### config.mk
export PLATFORM = sky130hd
export DESIGN_NAME = mux_arb_n
export DESIGN_NICKNAME = d
export VERILOG_FILES = /design/src/rtl/mux_arb_n_pkg.sv /design/src/rtl/rr_pick.sv /design/src/rtl/mux_arb_n.sv
export SDC_FILE = /design/constraint.sdc
export NUM_CORES = 1
export LEC_CHECK = 0
export BUFFER_PORTS_ARGS = -buffer_cell sky130_fd_sc_hd__buf_2
export CAP_MARGIN = 40
export CORE_ASPECT_RATIO = 1.2
export CORE_MARGIN = 5
export CORE_UTILIZATION = 42
export DETAILED_ROUTE_END_ITERATION = 8
export GPL_ROUTABILITY_DRIVEN = 0
export MAX_ROUTING_LAYER = met4
export PLACE_DENSITY_LB_ADDON = 0.2
export SETUP_SLACK_MARGIN = 0.4
export SYNTH_ARGS = -nofsm -noshare
export SYNTH_HDL_FRONTEND = slang
export SYNTH_SLANG_ARGS = --single-unit
export TNS_END_PERCENT = 30
### constraint.sdc
create_clock -name clk -period 5.4 [get_ports clk]
set_input_delay 0.54 -clock clk [delete_from_list [all_inputs] [get_ports clk]]
set_output_delay 0.54 -clock clk [all_outputs]
set_load 0.05 [all_outputs]
### src/rtl/mux_arb_n_pkg.sv
// Shared types and constants for the flit multiplexer/arbiter.
package mux_arb_n_pkg;

  // Default flit and virtual-channel widths
  localparam int unsigned DefDataW = 66;
  localparam int unsigned DefVchW  = 2;

  // The flit type sits in the top TYPEW bits of every flit
  localparam int unsigned TYPEW = 2;

  typedef enum logic [TYPEW-1:0] {
    FlitNone = 2'b00,
    FlitHead = 2'b01,
    FlitData = 2'b10,
    FlitTail = 2'b11
  } flit_type_e;

  typedef enum logic {
    StIdle   = 1'b0,
    StLocked = 1'b1
  } arb_state_e;

endpackage

### src/rtl/rr_pick.sv
// Round-robin priority picker: first asserted request at or above the pointer,
// wrapping around, returned as a one-hot grant.
module rr_pick #(
  parameter int unsigned  NPORT = 2,
  localparam int unsigned PtrW  = (NPORT > 1) ? $clog2(NPORT) : 1
) (
  input  logic [NPORT-1:0] req_i,
  input  logic [PtrW-1:0]  ptr_i,
  output logic [NPORT-1:0] gnt_o
);

  logic [PtrW:0]   sum;
  logic [PtrW-1:0] idx;
  logic            found;

  // Scan from the pointer upward with wrap-around; stop at the first request
  always_comb begin
    gnt_o = '0;
    found = 1'b0;
    sum   = '0;
    idx   = '0;
    for (int unsigned i = 0; i < NPORT; i++) begin
      sum = {1'b0, ptr_i} + (PtrW + 1)'(i);
      if (sum >= (PtrW + 1)'(NPORT)) begin
        sum = sum - (PtrW + 1)'(NPORT);
      end
      idx = sum[PtrW-1:0];
      if (!found && req_i[idx]) begin
        gnt_o[idx] = 1'b1;
        found      = 1'b1;
      end
    end
  end

endmodule

### src/rtl/mux_arb_n.sv
// N-port packet multiplexer. A HEAD flit locks one input port until its TAIL
// has passed; the port is chosen statically (MODE 0) or round-robin (MODE 1).
// Output is a single registered flit stage with valid/ready flow control.
module mux_arb_n
  import mux_arb_n_pkg::*;
#(
  parameter int unsigned  NPORT = 2,
  parameter int unsigned  DATAW = DefDataW,
  parameter int unsigned  VCHW  = DefVchW,
  parameter int unsigned  MODE  = 0,
  localparam int unsigned SelW  = (NPORT > 1) ? $clog2(NPORT) : 1
) (
  input  logic                  clk,
  input  logic                  rst,
  input  logic [NPORT*DATAW-1:0] idata,
  input  logic [NPORT-1:0]      ivalid,
  input  logic [NPORT*VCHW-1:0] ivch,
  output logic [NPORT-1:0]      iready,
  input  logic [SelW-1:0]       sel,
  output logic [DATAW-1:0]      odata,
  output logic                  ovalid,
  output logic [VCHW-1:0]       ovch,
  input  logic                  oready,
  output logic [NPORT-1:0]      ogrant,
  output logic                  perr
);

  arb_state_e       st_q, st_d;
  logic [NPORT-1:0] grant_q, grant_d;
  logic [SelW-1:0]  gidx_q, gidx_d;
  logic [SelW-1:0]  rr_ptr_q, rr_ptr_d;
  logic             perr_q, perr_d;
  logic [DATAW-1:0] odata_q, odata_d;
  logic             ovalid_q, ovalid_d;
  logic [VCHW-1:0]  ovch_q, ovch_d;

  logic [NPORT-1:0] head_req;
  logic [NPORT-1:0] rr_gnt;
  logic [NPORT-1:0] sel_oh;
  logic [NPORT-1:0] cand_oh;
  logic [SelW-1:0]  cand_idx;
  logic [NPORT-1:0] port_oh;
  logic [SelW-1:0]  port_idx;
  logic [DATAW-1:0] flit;
  logic [VCHW-1:0]  flit_vch;
  flit_type_e       ftype;
  logic             load_en;
  logic             xfer;

  // Ports currently offering a HEAD flit, for round-robin candidacy
  always_comb begin
    head_req = '0;
    for (int unsigned p = 0; p < NPORT; p++) begin
      head_req[p] = ivalid[p] & (idata[p*DATAW + DATAW - TYPEW +: TYPEW] == FlitHead);
    end
  end

  rr_pick #(
    .NPORT (NPORT)
  ) u_rr_pick (
    .req_i (head_req),
    .ptr_i (rr_ptr_q),
    .gnt_o (rr_gnt)
  );

  // Static select decoded to one-hot; an out-of-range sel selects nothing
  always_comb begin
    sel_oh = '0;
    for (int unsigned p = 0; p < NPORT; p++) begin
      if (sel == SelW'(p)) begin
        sel_oh[p] = 1'b1;
      end
    end
  end

  assign cand_oh = (MODE == 1) ? rr_gnt : sel_oh;

  // One-hot candidate to index
  always_comb begin
    cand_idx = '0;
    for (int unsigned p = 0; p < NPORT; p++) begin
      if (cand_oh[p]) begin
        cand_idx = SelW'(p);
      end
    end
  end

  // Once locked, only the granted port is served regardless of sel or requests
  assign port_oh  = (st_q == StLocked) ? grant_q : cand_oh;
  assign port_idx = (st_q == StLocked) ? gidx_q  : cand_idx;

  // Output stage can take a flit when empty or draining this cycle
  assign load_en = ~ovalid_q | oready;
  assign iready  = (load_en && !rst) ? port_oh : '0;
  assign xfer    = |(ivalid & iready);

  // Flit and VC tag of the served port
  always_comb begin
    flit     = '0;
    flit_vch = '0;
    for (int unsigned p = 0; p < NPORT; p++) begin
      if (port_idx == SelW'(p)) begin
        flit     = idata[p*DATAW +: DATAW];
        flit_vch = ivch[p*VCHW +: VCHW];
      end
    end
  end

  assign ftype = flit_type_e'(flit[DATAW-1 -: TYPEW]);

  // Lock/unlock state machine, output register load and error flag
  always_comb begin
    st_d     = st_q;
    grant_d  = grant_q;
    gidx_d   = gidx_q;
    rr_ptr_d = rr_ptr_q;
    perr_d   = perr_q;
    odata_d  = odata_q;
    ovch_d   = ovch_q;
    ovalid_d = ovalid_q;
    if (load_en) begin
      ovalid_d = 1'b0;
    end
    unique case (st_q)
      StIdle: begin
        if (xfer) begin
          if (ftype == FlitHead) begin
            ovalid_d = 1'b1;
            odata_d  = flit;
            ovch_d   = flit_vch;
            st_d     = StLocked;
            grant_d  = cand_oh;
            gidx_d   = cand_idx;
          end else begin
            // Stray non-HEAD flit outside a packet: swallow it and flag
            perr_d = 1'b1;
          end
        end
      end
      StLocked: begin
        if (xfer) begin
          ovalid_d = 1'b1;
          odata_d  = flit;
          ovch_d   = flit_vch;
          if (ftype == FlitHead) begin
            perr_d = 1'b1;
          end
          if (ftype == FlitTail) begin
            st_d    = StIdle;
            grant_d = '0;
            if (MODE == 1) begin
              rr_ptr_d = (gidx_q == SelW'(NPORT - 1)) ? '0 : gidx_q + 1'b1;
            end
          end
        end
      end
      default: begin
        st_d = StIdle;
      end
    endcase
  end

  // State and output registers
  always_ff @(posedge clk or posedge rst) begin
    if (rst) begin
      st_q     <= StIdle;
      grant_q  <= '0;
      gidx_q   <= '0;
      rr_ptr_q <= '0;
      perr_q   <= 1'b0;
      odata_q  <= '0;
      ovalid_q <= 1'b0;
      ovch_q   <= '0;
    end else begin
      st_q     <= st_d;
      grant_q  <= grant_d;
      gidx_q   <= gidx_d;
      rr_ptr_q <= rr_ptr_d;
      perr_q   <= perr_d;
      odata_q  <= odata_d;
      ovalid_q <= ovalid_d;
      ovch_q   <= ovch_d;
    end
  end

  assign odata  = odata_q;
  assign ovalid = ovalid_q;
  assign ovch   = ovch_q;
  assign ogrant = grant_q;
  assign perr   = perr_q;

endmodule

After elaboration in Yosys (flattened, before gate mapping)
Cells that the tools add are included.

Muxes and demuxes: 36. Equality and inequality tests: 8. Reduce and logical (&&, ||, !) cells: 7. Bitwise logic cells: 4.

Operators with widths (count): $mux 66 (4); $pmux 66 s2 (1); $mux 2 (10); $mux 1 (16); $pmux 2 s2 (2); $reduce_and 4->1 (2); $ne 2x1->1 const B (3); $ne 2x2->1 const B (3); $pmux 1 s2 (3); $reduce_and 3->1 (2); $and 2x2->2 (1); $eq 2x1->1 const B (1); $eq 2x2->1 const B (1); $not 1->1 (2); $reduce_or 2->1 (1); $logic_and 1x1->1 (1); $logic_not 1->1 (1); $or 1x1->1 (1).

Output and inout bits: 74. Input bits: 142. Bits in registers: 74. Word-level logic and storage cells: 62.

Depth between registers and ports, before layout
Depth in word-level cells: 8. Depth in mapped cells: 10. Gate-level depth less buffers: 6.

Least setup slack after synthesis
Ideal clock, no wire load.

Kind: input to register. Start: input sel. End: register odata_q[0], in the netlist odata[0]. Path slack: 2.908 ns. Arrival time: 2.365 ns. Stages on the path: 8. Data required time: 5.273 ns. Library setup time: 0.127 ns. Path buffers: 3. Path through: mux2i_2 -> clkbuf_1 -> a31oi_1 -> ha_1 -> a21oi_4 -> buf_6 -> buf_6 -> mux2_1.

Cells in the longest elaborated chain, start to end: 7. Elaborated cells between the ends (all ways): 18. Those cells by class: 4 x eq/ne; 11 x mux; 1 x bitwise; 2 x reduce/logical.

RTL lines: from (decl) (RTL line mux_arb_n.sv:19) `input logic [SelW-1:0] sel,`; $mux 1 (RTL line mux_arb_n.sv:70) `if (sel == SelW'(p)) begin`; $mux 1 or $mux 2 (tied branches) (RTL line mux_arb_n.sv:82, mux_arb_n.sv:89); $mux 1 or $mux 2 (tied branches) (RTL line mux_arb_n.sv:90, mux_arb_n.sv:94); $mux 66 or $and 2x2->2 (tied branches) (RTL line mux_arb_n.sv:102, mux_arb_n.sv:95); $eq 2x1->1 (tied with other cells) (RTL line mux_arb_n.sv:127) `if (ftype == FlitHead) begin`; $ne 2x2->1 (no line) (tied with other cells); $reduce_and 3->1 (no line) or $pmux 66 s2 (tied branches); to (signal assigned) (RTL line mux_arb_n.sv:180) `odata_q <= odata_d;`; to (decl) (RTL line mux_arb_n.sv:33) `logic [DATAW-1:0] odata_q, odata_d;`.

Several ways; a longest one is shown, not always the timed one. The select of a mux whose other input is x is not followed. A chain may end at the register's enable or synchronous reset.

Worst setup path in the final report
Start: register st_q. End: register odata_q[15], in the netlist odata[15].

Cells in the longest elaborated chain, start to end: 6. Elaborated cells between the ends (all ways): 16. Those cells by class: 4 x eq/ne; 8 x mux; 2 x bitwise; 2 x reduce/logical.

RTL lines: from (decl) (RTL line mux_arb_n.sv:28) `arb_state_e st_q, st_d;`; from (signal assigned) (RTL line mux_arb_n.sv:166) `st_q <= StIdle;`; from (signal assigned) (RTL line mux_arb_n.sv:175) `st_q <= st_d;`; $mux 2 (RTL line mux_arb_n.sv:89) `assign port_oh = (st_q == StLocked) ? grant_q : cand_oh;`; $mux 2 (RTL line mux_arb_n.sv:94) `assign iready = (load_en && !rst) ? port_oh : '0;`; $and 2x2->2 (RTL line mux_arb_n.sv:95) `assign xfer = |(ivalid & iready);`; $reduce_or 2->1 (RTL line mux_arb_n.sv:95); $ne 2x2->1 (no line) or $ne 2x1->1 (tied branches); $reduce_and 3->1 (no line).

Several ways; a longest one is shown, not always the timed one. The select of a mux whose other input is x is not followed.

==> impl_metrics.tcl <==
set metrics [dict create \
    pin_count 216 \
    hold_viol_final 0 \
    ys_top_cells_by_count "mux2_2, dfrtp_1, mux2_1" \
    row_count 37 \
    numPortBuffers 215 \
    setup_slack_ps 2230 \
    crit-reg2reg-launch "st_q$_DFF_PP0_" \
    fin_util_pct 59.1 \
    postSynthCellCount 262 \
    use_met1_pct 19.5 \
    clock-skew-final_ps 10.8 \
    timing.final.crit_share_pct 58.7 \
    r2r.worst_path.cells 9 \
    cts_max_path_buffers 2 \
    dp_slack_ps 2230 \
    setup_viol 0 \
    htree_levels 3 \
    p_total_mw 3.59 \
    grt_pass1_vias 2945 \
    routedWlPerCell_um 15.5 \
    grt_use_met2_pct 28.7 \
    crit_cells 9 \
    critPathMostFrequentCell "buf_4" \
    min_period_ps 3170 \
    hp-class "input port to async pin" \
    drt_iter0_markers 43 \
    yosysMostFrequentCell "mux2_2" \
    netlist_area_um2 3750 \
    power_frac_comb_pct 62.8 \
    grt_overflow 0 \
    yosys_most_used_dff "dfrtp_1" \
    syn2layout_area_growth_pct 36.4 \
    critPathSlowestCell "dfrtp_1" \
    pwr_density_cell_nw_per_um2 702 \
    drive_above_1_share_pct 76.0 \
    instances_no_fill 600 \
    vdd_drop_max_mv 0.372 \
    antenna_found_initial 0 \
    synth.top_cell.area_share_pct 49.4 \
    finalSetupTns_ps 0 \
    p_sw_share_pct 51.1 \
    yosysWarnings 0 \
    leakage_nw 2.48 \
    yosysTopAreaCell "dfrtp_1" \
    ant_nets 0 \
    grt_pass1_wl_um 13900 \
    cts-buffers-inserted 9 \
    synth-seq-area-share_pct 49.4 \
    root_buffer "clkbuf_8" \
    design_area_um2 5110 \
    vias 2889 \
    wirelength_um 9300 \
    cp_num_buf_inv 3 \
    worst_pin_slew_ps 827 \
    outcome "complete, no violations" \
    grt_max_degree 72 \
    crit_start "st_q$_DFF_PP0_" \
    ys_ff_latch 74 \
    worstSkewPairLatency_ps 330 \
    cp-end-kind "flip-flop" \
    clockPowerShare_pct 9.8 \
    core_area_um2 8660 \
    fmaxAchievable_mhz 315 \
    syn_avg_cell_area_um2 14.3 \
    hpwl_um 7360 \
    fp.dieArea_um2 10900 \
    cts_sinks 74 \
    maxCapViolations 0 \
    postCtsHoldBufs 0 \
    cts_tree "yes" \
    initial_core_util_pct 43.3 \
    cp.required_ps 5620 \
    p_seq_share_pct 27.4 \
    switchingPower_mw 1.84 \
    num_antenna_cells 0 \
    r2r_end "odata[15]$_DFFE_PP0P_" \
    die_height_um 113 \
    max-slew-margin-rel_pct 44.9 \
    die_x_um 96.2 \
    arrival_ps 3390 \
    rrSetupSlack_ps 2230 \
    via_per_inst 4.82 \
    syn-num-nets 405 \
    grt.busiest_layer "met2" \
    fill_cells 779 \
    fin_hold_ws_ps 312 \
    first_pass_iters 4 \
    async_reset_ff_share_pct 100 \
    ys_top_cells_by_area "dfrtp_1, mux2_2, mux2_1" \
    final_net_count 622 \
    crit_fanout 71 \
    cts_resized 0 \
    synth-edff-count 0 \
    crit_type "flip-flop to flip-flop" \
    clk_pin_slew_worst_paths_ps 80 \
    slew_viol_final 0 \
    crit_chain "mux2i_4 > buf_4 > nor3b_1 > a31oi_1 > ha_1 > a21oi_4 > buf_12 > buf_4 > mux2_2" \
    crit_end "odata[15]$_DFFE_PP0P_" \
    start_kind "flip-flop" \
    rsz0062_at_grt "no" \
    ys_types 30 \
    grtUsageTotal_pct 16.8 \
    cts_setup_buffers 0 \
    p_int_mw 1.75 \
    dpl-instance-area_um2 4950 \
    slowest_delay_ps 520 \
    path_delay_family "buffers and inverters" \
    grt_use_met3_pct 3.23 \
    place_inst 585 \
    drc_errors 0 \
]
[state kept, by name, indices dropped and copies added, names as in the netlist]
register	count
perr	1
ogrant	2
st_q	1
odata	66
gidx_q	1
ovalid	1
ovch	2
[kinds of logic after synthesis]
| kind of cell | share of synthesized area [%] |
|---|---|
| AO/OA/AOI/OAI | 2.40 |
| adder cells (fa/ha/maj) | 0.334 |
| buffers and inverters | 3.14 |
| multiplexers | 42.3 |
| flip-flops | 49.4 |
| AND/OR/NAND/NOR | 2.40 |
[worst reg2reg max path: stages (launching register included)]
cell and delay [ps]:
dfrtp_1 520, mux2i_4 250, buf_4 380, nor3b_1 380, a31oi_1 80, ha_1 250
a21oi_4 270, buf_12 230, buf_4 330, mux2_2 380
[worst min-delay path by stage]
stage	start	slack, ps	to
after floorplan	gidx_q$_DFFE_PP0P_	500	gidx_q$_DFFE_PP0P_
after global placement	odata[3]$_DFFE_PP0P_	470	odata[3]$_DFFE_PP0P_
after detailed placement	odata[3]$_DFFE_PP0P_	470	odata[3]$_DFFE_PP0P_
after CTS	rst	310	ovalid$_DFF_PP0_
after global routing	rst	330	ovalid$_DFF_PP0_
final	rst	310	ovalid$_DFF_PP0_
[power groups by stage]
| stage | Clock, mW | Combinational, mW | Sequential [mW] |
|---|---|---|---|
| 3_3_place_gp | 0 | 2.24 | 0.988 |
| 6_report | 0.353 | 2.25 | 0.983 |
| 3_5_place_dp | 0 | 2.27 | 0.992 |
| 2_1_floorplan | 0 | 0.806 | 1.95 |
| 5_1_grt | 0.391 | 2.36 | 1.02 |
| 4_1_cts | 0.370 | 2.28 | 0.986 |
[metal layers]
metal,vias up,part of all wire [%]
met3,8,7.7
li1,1387,-
met5,-,0
met1,1386,38
met2,108,53
met4,0,1.1
[placed cells by master, fill, tap and decap left out, drive strengths merged, types with 2 or more instances in the layout]
master,instances
mux2i,5
a21oi,2
clkinvlp,2
nand2b,3
nor3,2
nor2b,2
dfrtp,74
clkinv,4
buf,221
inv,6
nand2,3
clkbuf,9
mux2,136
[layout make-up]
type / count / area [um2] / area share (%)
Timing Repair Buffer: 221 / 1150 / 22.4
Sequential cell: 74 / 1850 / 36.2
Clock buffer: 9 / 124 / 2.42
Tap cell: 117 / 146 / 2.86
Multi-Input combinational cell: 167 / 1790 / 34.9
Inverter: 6 / 22.5 / 0.441
Clock inverter: 6 / 35.0 / 0.685
(Power assumes the default switching activity.)
